--- src/rtl/mux_sel_arbiter.sv ---
// Round-robin arbiter driving the s1/s0 select lines of a downstream 4:1 mux.
// Grants are dwell-bounded under contention and separated by a one-cycle gap.
module mux_sel_arbiter #(
  parameter int HOLD_MAX = 8
) (
  input  logic       clk,
  input  logic       rst,
  input  logic       en,
  input  logic [3:0] req,
  output logic       s0,
  output logic       s1,
  output logic [3:0] gnt,
  output logic       gnt_valid,
  output logic       switch_p
);

  localparam int CNT_W = $clog2(HOLD_MAX + 1);
  localparam logic [CNT_W-1:0] DWELL_MAX = CNT_W'(HOLD_MAX);
  localparam logic [CNT_W-1:0] DWELL_ONE = {{(CNT_W-1){1'b0}}, 1'b1};

  typedef enum logic [1:0] {
    ST_IDLE  = 2'd0,
    ST_GRANT = 2'd1,
    ST_GAP   = 2'd2
  } state_t;

  state_t           state_r, state_s;
  logic [1:0]       sel_r, sel_s;
  logic [1:0]       last_r, last_s;
  logic [3:0]       gnt_r, gnt_s;
  logic             valid_r, valid_s;
  logic             sw_r, sw_s;
  logic [CNT_W-1:0] dwell_r, dwell_s;
  logic [2:0]       pick_s;
  logic             others_s;

  // Returns {found, index}: first set request searching last+1, last+2, ... mod 4.
  function automatic logic [2:0] rr_pick(input logic [3:0] r, input logic [1:0] last);
    logic [2:0] res;
    logic [1:0] c;
    res = 3'b000;
    for (int k = 4; k >= 1; k--) begin
      c = last + k[1:0];
      if (r[c]) begin
        res = {1'b1, c};
      end else begin
        res = res;
      end
    end
    return res;
  endfunction

  // Next-state and next-output logic; en low overrides every transition.
  always_comb begin
    state_s  = state_r;
    sel_s    = sel_r;
    last_s   = last_r;
    gnt_s    = gnt_r;
    valid_s  = valid_r;
    sw_s     = 1'b0;
    dwell_s  = dwell_r;
    pick_s   = rr_pick(req, last_r);
    others_s = |(req & ~gnt_r);
    if (!en) begin
      state_s = ST_IDLE;
      gnt_s   = 4'b0000;
      valid_s = 1'b0;
      dwell_s = '0;
    end else begin
      case (state_r)
        ST_GRANT: begin
          if (!req[sel_r] || ((dwell_r == DWELL_MAX) && others_s)) begin
            state_s = ST_GAP;
            gnt_s   = 4'b0000;
            valid_s = 1'b0;
            dwell_s = '0;
          end else if (dwell_r != DWELL_MAX) begin
            dwell_s = dwell_r + DWELL_ONE;
          end else begin
            dwell_s = dwell_r;
          end
        end
        ST_IDLE, ST_GAP: begin
          if (pick_s[2]) begin
            state_s = ST_GRANT;
            sel_s   = pick_s[1:0];
            last_s  = pick_s[1:0];
            gnt_s   = 4'b0001 << pick_s[1:0];
            valid_s = 1'b1;
            sw_s    = 1'b1;
            dwell_s = DWELL_ONE;
          end else begin
            state_s = ST_IDLE;
            gnt_s   = 4'b0000;
            valid_s = 1'b0;
            dwell_s = '0;
          end
        end
        default: begin
          state_s = ST_IDLE;
          gnt_s   = 4'b0000;
          valid_s = 1'b0;
          dwell_s = '0;
        end
      endcase
    end
  end

  // State and output registers; reset leaves last=3 so the first search starts at 0.
  always_ff @(posedge clk) begin
    if (rst) begin
      state_r <= ST_IDLE;
      sel_r   <= 2'b00;
      last_r  <= 2'd3;
      gnt_r   <= 4'b0000;
      valid_r <= 1'b0;
      sw_r    <= 1'b0;
      dwell_r <= '0;
    end else begin
      state_r <= state_s;
      sel_r   <= sel_s;
      last_r  <= last_s;
      gnt_r   <= gnt_s;
      valid_r <= valid_s;
      sw_r    <= sw_s;
      dwell_r <= dwell_s;
    end
  end

  assign s0        = sel_r[0];
  assign s1        = sel_r[1];
  assign gnt       = gnt_r;
  assign gnt_valid = valid_r;
  assign switch_p  = sw_r;

endmodule

--- config.mk ---
export PLATFORM = sky130hd
export DESIGN_NAME = mux_sel_arbiter
export DESIGN_NICKNAME = d
export VERILOG_FILES = /design/src/rtl/mux_sel_arbiter.sv
export SDC_FILE = /design/constraint.sdc
export NUM_CORES = 1
export LEC_CHECK = 0
export ABC_CLOCK_PERIOD_IN_PS = 1900
export CORE_ASPECT_RATIO = 1.1
export CORE_MARGIN = 2
export CORE_UTILIZATION = 25
export CTS_BUF_LIST = sky130_fd_sc_hd__clkbuf_2
export DETAILED_ROUTE_END_ITERATION = 8
export SYNTH_ARGS = -nofsm -noshare
export SYNTH_HDL_FRONTEND = slang
export SYNTH_SLANG_ARGS = --single-unit
--- constraint.sdc ---
create_clock -name clk -period 1.9 [get_ports clk]
set_input_delay 0.38 -clock clk [delete_from_list [all_inputs] [get_ports clk]]
set_output_delay 0.38 -clock clk [all_outputs]
set_load 0.02 [all_outputs]
======== After elaboration in Yosys (flattened, before gate mapping) ========
Index checks and enable logic that the tools add are counted.
cells by class
  mux-type cells .......................... 27
  reductions and logical operators ........ 9
  shifts and indexed selects .............. 1
  eq/ne operators ......................... 6
  $lt $le $gt $ge ......................... 5
  $add $sub $neg .......................... 4
  bitwise gates (word level) .............. 4
operators with widths
  operator                                                               count
  4-bit two-way mux                                                      4
  4-bit case mux with 2 select lines                                     2
  2-bit by 3-bit < comparator with 1-bit output, second input constant   5
  3-bit two-way mux                                                      4
  1-bit binary-select mux with 2-bit select                              5
  1-bit two-way mux                                                      9
  2-bit adder, second input constant                                     2
  4-bit by 1-bit adder with 4-bit output, second input constant          1
  4-bit AND                                                              1
  4-bit equality test, second input constant                             1
  4-bit != test, second input constant                                   1
  4-bit inverter                                                         1
  2-bit case mux with 2 select lines                                     1
  2-bit OR reduction                                                     2
  4-bit OR reduction                                                     1
  1-bit by 2-bit << shifter with 4-bit output, first input constant      1
  3-bit != test, second input constant                                   1
  3-bit AND reduction                                                    1
  3-bit OR reduction                                                     1
  2-bit by 1-bit adder with 2-bit output, second input constant          1
  2-bit by 1-bit equality test with 1-bit output, second input constant  1
  2-bit equality test, second input constant                             1
  2-bit zero test                                                        1
  2-bit two-way mux                                                      1
  other kinds (6)                                                        7
word-level totals
  output and inout bits ................... 8
  input port bits ......................... 7
  logic and storage cells ................. 63
  register bits ........................... 16

======== Depth between registers and ports, before layout ========
  depth after elaboration ................. 9
  gate-level depth with buffers ........... 6
  mapped depth without buffers ............ 6

======== Worst setup path after synthesis ========
Ideal clock, no wire load.
  path type ............................... register to register
  from .................................... reg sel_r[1]
  to ...................................... reg state_r[0]
  library setup time ...................... 0.120 ns
  data arrival time ....................... 1.384 ns
  required time ........................... 1.780 ns
  path buffers ............................ 0
  period minus slack after synthesis ...... 1.504 ns
  stages on the path, launching flop included .. 5
  setup slack ............................. 0.396 ns
  path through ............................ dfxtp_1 -> mux2_2 -> a2bb2oi_2 -> a211oi_4 -> or2_1
on the way
  word-level cells in the longest chain between the ends .. 5
RTL lines
  what                                       line  RTL
  start, declared                            28    logic [1:0] sel_r, sel_s;
  start signal, assigned                     121   sel_r <= sel_s;
  1-bit binary-select mux with 2-bit select  72    if (!req[sel_r] || ((dwell_r == DWELL_MAX) && others_s)) begin
  1-bit two-way mux (not written as such)    72
  1-bit zero test                            72
  1-bit logical OR                           72
  2-bit != test (no line)                    -
  end signal, assigned                       120   state_r <= state_s;
  end, declared                              27    state_t state_r, state_s;
Every way passes these cells. The select of a mux whose other input is x is not followed.
A chain may end at the register's enable or synchronous reset.

======== Final worst setup path ========
  from .................................... reg sel_r[1]
  to ...................................... out s1
RTL lines
  what           line  RTL
  end, declared  11    output logic s1,
No word-level cell between the ends.

==> impl_metrics.csv <==
group,metric,value,unit
floorplanning,core,3070,um2
timing,relSlewSlack,0.752,
route,wl_per_cell,12.6,um
synthesis,syn_area,807,um2
cells_and_area,antenna_cells,0,
route,vias,719,
route,postRouteAntennaNets,0,
timing,hold_violations,0,
worst_setup_path,critPathLaunchType,"register",
timing,rsz0062_at_grt,"false",
synthesis,yosysSeqAreaShare,0.397,
cts,cts_setup_buffers,0,
synthesis,synth-warning-count,0,
cts,cts.sinks,16,
route,wl_met1,773,um
power_and_ir_drop,ir_drop,397,uV
cells_and_area,multiInputGateArea,472,um2
floorplanning,ios,15,
route,first_pass_iters,4,
cells_and_area,drive_gt1_frac,0.178,
worst_setup_path,required,1.52,ns
cts,clockBufferDepth,2,
synthesis,synth_edf_count,0,
synthesis,yosys_most_used_dff,"dfxtp_1",
synthesis,yosys-top-cells-area,"dfxtp_1 40%, nand2_1 4.7%, a21oi_1 3.7%, ha_1 3.1%, a211oi_4 2.5%",
cells_and_area,areaGrowthSynthToFinish,30.5,%
synthesis,synth_cell_type_count,37,
global_routing,antenna_found_initial,0,
global_routing,track_usage,0.108,
floorplanning,start_util,0.263,
worst_setup_path,arrival,1.35,ns
run_status,status,"finished clean",
route,routed_wl,1.78,mm
cts,h-tree-depth,1,
route,via_per_inst,5.10,
cts,cts_root_buf,"clkbuf_2",
global_routing,grt_pass1_wl,3.11,mm
global_routing,gr-total-overflow,0,
worst_setup_path,cp_cell_sequence,"clkdlybuf4s50_1",
synthesis,ys_seq_elements,16,
synthesis,synthTopCellsByCount,"16 x dfxtp_1, 10 x nand2_1, 6 x a21oi_1",
timing,final.min_clock_period,1.73,ns
power_and_ir_drop,p_leak,0.396,nW
worst_setup_path,crit_buf_inv,1,
floorplanning,die_y,63.6,um
placed_design,dp_slack,-0.112,ns
synthesis,synth_most_common_cell,"dfxtp_1",
worst_setup_path,crit_family,"buffers and inverters",
cells_and_area,regArea,320,um2
global_routing,first_global_vias,744,
route,drc,0,
timing,fmax,579,MHz
timing,fin_skew,0.00148,ns
worst_setup_path,r2r_setup_slack,0.40,ns
timing,slew_viol_final,0,
cts,cts_resized,0,
route,highest_layer,"met4",
cts,clk_latency,0.28,ns
global_routing,grt_max_degree,10,
placed_design,port_buffers,14,
synthesis,async_flop_share,0,
floorplanning,die_area,3700,um2
cells_and_area,filler_cell_count,318,
placed_design,hpwl,1.45,mm
worst_setup_path,path_max_fanout,4,
synthesis,synth.net_count,92,
placed_design,dpl_cell_area,1030,um2
power_and_ir_drop,power.total,683,uW
cells_and_area,nets,117,
cts,path_clk_slew,0.15,ns
synthesis,syn_avg_cell_area,9.72,um2
timing,period_share,0.909,
hold_path,hold_class,"reg2reg",
route,wl_met3,43,um
run,cap_violations,0,
cts,ctsHoldBuffers,0,
timing,setup_viol,0,
cells_and_area,post-route-util,0.343,
cells_and_area,final_cell_area,1050,um2
route,routed-wl-met2,936,um
placed_design,gp_congestion,0.698,
timing,worst_hold_slack,0.479,ns
cts,tritoncts,"built",
power_and_ir_drop,pwr_density_cell,648,nW/um2
route,drt_first_iter_violations,6,
synthesis,syn_inst,83,
synthesis,yosysTopAreaCell,"dfxtp_1",
floorplanning,rows,21,
cts,cts_made_buffers,3,
floorplanning,die_x,58.2,um
worst_setup_path,crit_type,"reg2out",
timing,fin_ws,0.173,ns
timing,worstMarginPinSlew,0.371,ns
worst_setup_path,crit_slowest_cell,"clkdlybuf4s50_1",
synthesis,synth_top_area_frac,0.397,
worst_setup_path,slowest_delay,0.63,ns
worst_setup_path,cp-end-kind,"primary output",
==> state kept, by name, summed over array words and instances (netlist names) <==
signal     cells
dwell_r        4
gnt            4
last_r         2
sel_r          2
state_r        2
gnt_valid      1
switch_p       1
==> kinds of logic after synthesis <==
kind of cell               count (synthesis)  share of synthesized area
AOI/OAI and AO/OA                         23                      0.247
muxes                                      3                     0.0388
DFF                                       16                      0.397
and+or+nand+nor                           33                      0.247
xor gates and xnor gates                   2                     0.0217
buffers and inverters                      4                     0.0186
adders and majority gates                  2                     0.0310
==> layout by cell type (no fill, tap or decap), types with 3 or more instances in the layout <==
cell type        instances
a21oi_1                  6
buf_4                    6
clkbuf_2                 3
clkdlybuf4s50_1         14
dfxtp_1                 16
inv_1                    4
nand2_1                 10
nor2_1                   3
==> layer usage <==
metal,track usage,vias to the layer above
met5,0,-
met4,0.0436,0
met3,0.0205,4
met2,0.195,12
met1,0.120,348
li1,-,355
==> worst paths after layout <==
check / from / endpoint / cells past startpoint
hold reg to reg: gnt_valid / gnt_valid / 1
setup reg to reg: sel_r[1] / state_r[0] / 4
hold / removal: gnt_valid / gnt_valid / 1
setup / recovery: sel_r[1] / s1 / 1
==> power breakdown <==
| group | internal, mW | switching, mW | total, mW |
|---|---|---|---|
| Combinational | 0.0807 | 0.0767 | 0.157 |
| Clock | 0.0457 | 0.105 | 0.151 |
| Sequential | 0.355 | 0.0203 | 0.375 |
==> stage by stage <==
stage,setup TNS [ns],instances
floorplan,0,83
global placement,-0.253,137
detailed placement,-0.558,137
CTS,0,141
global route,0,141
finish,0,141
==> final cells by class <==
cell class / count / share of cell area
clock buffers: 3 / 0.0143
clock inverters: 1 / 0.00356
inverters: 4 / 0.0143
multi-input cells: 63 / 0.448
flip-flops and latches: 16 / 0.304
well taps: 34 / 0.0404
repair buffers: 20 / 0.176
Power figures use the tool's default switching activity.
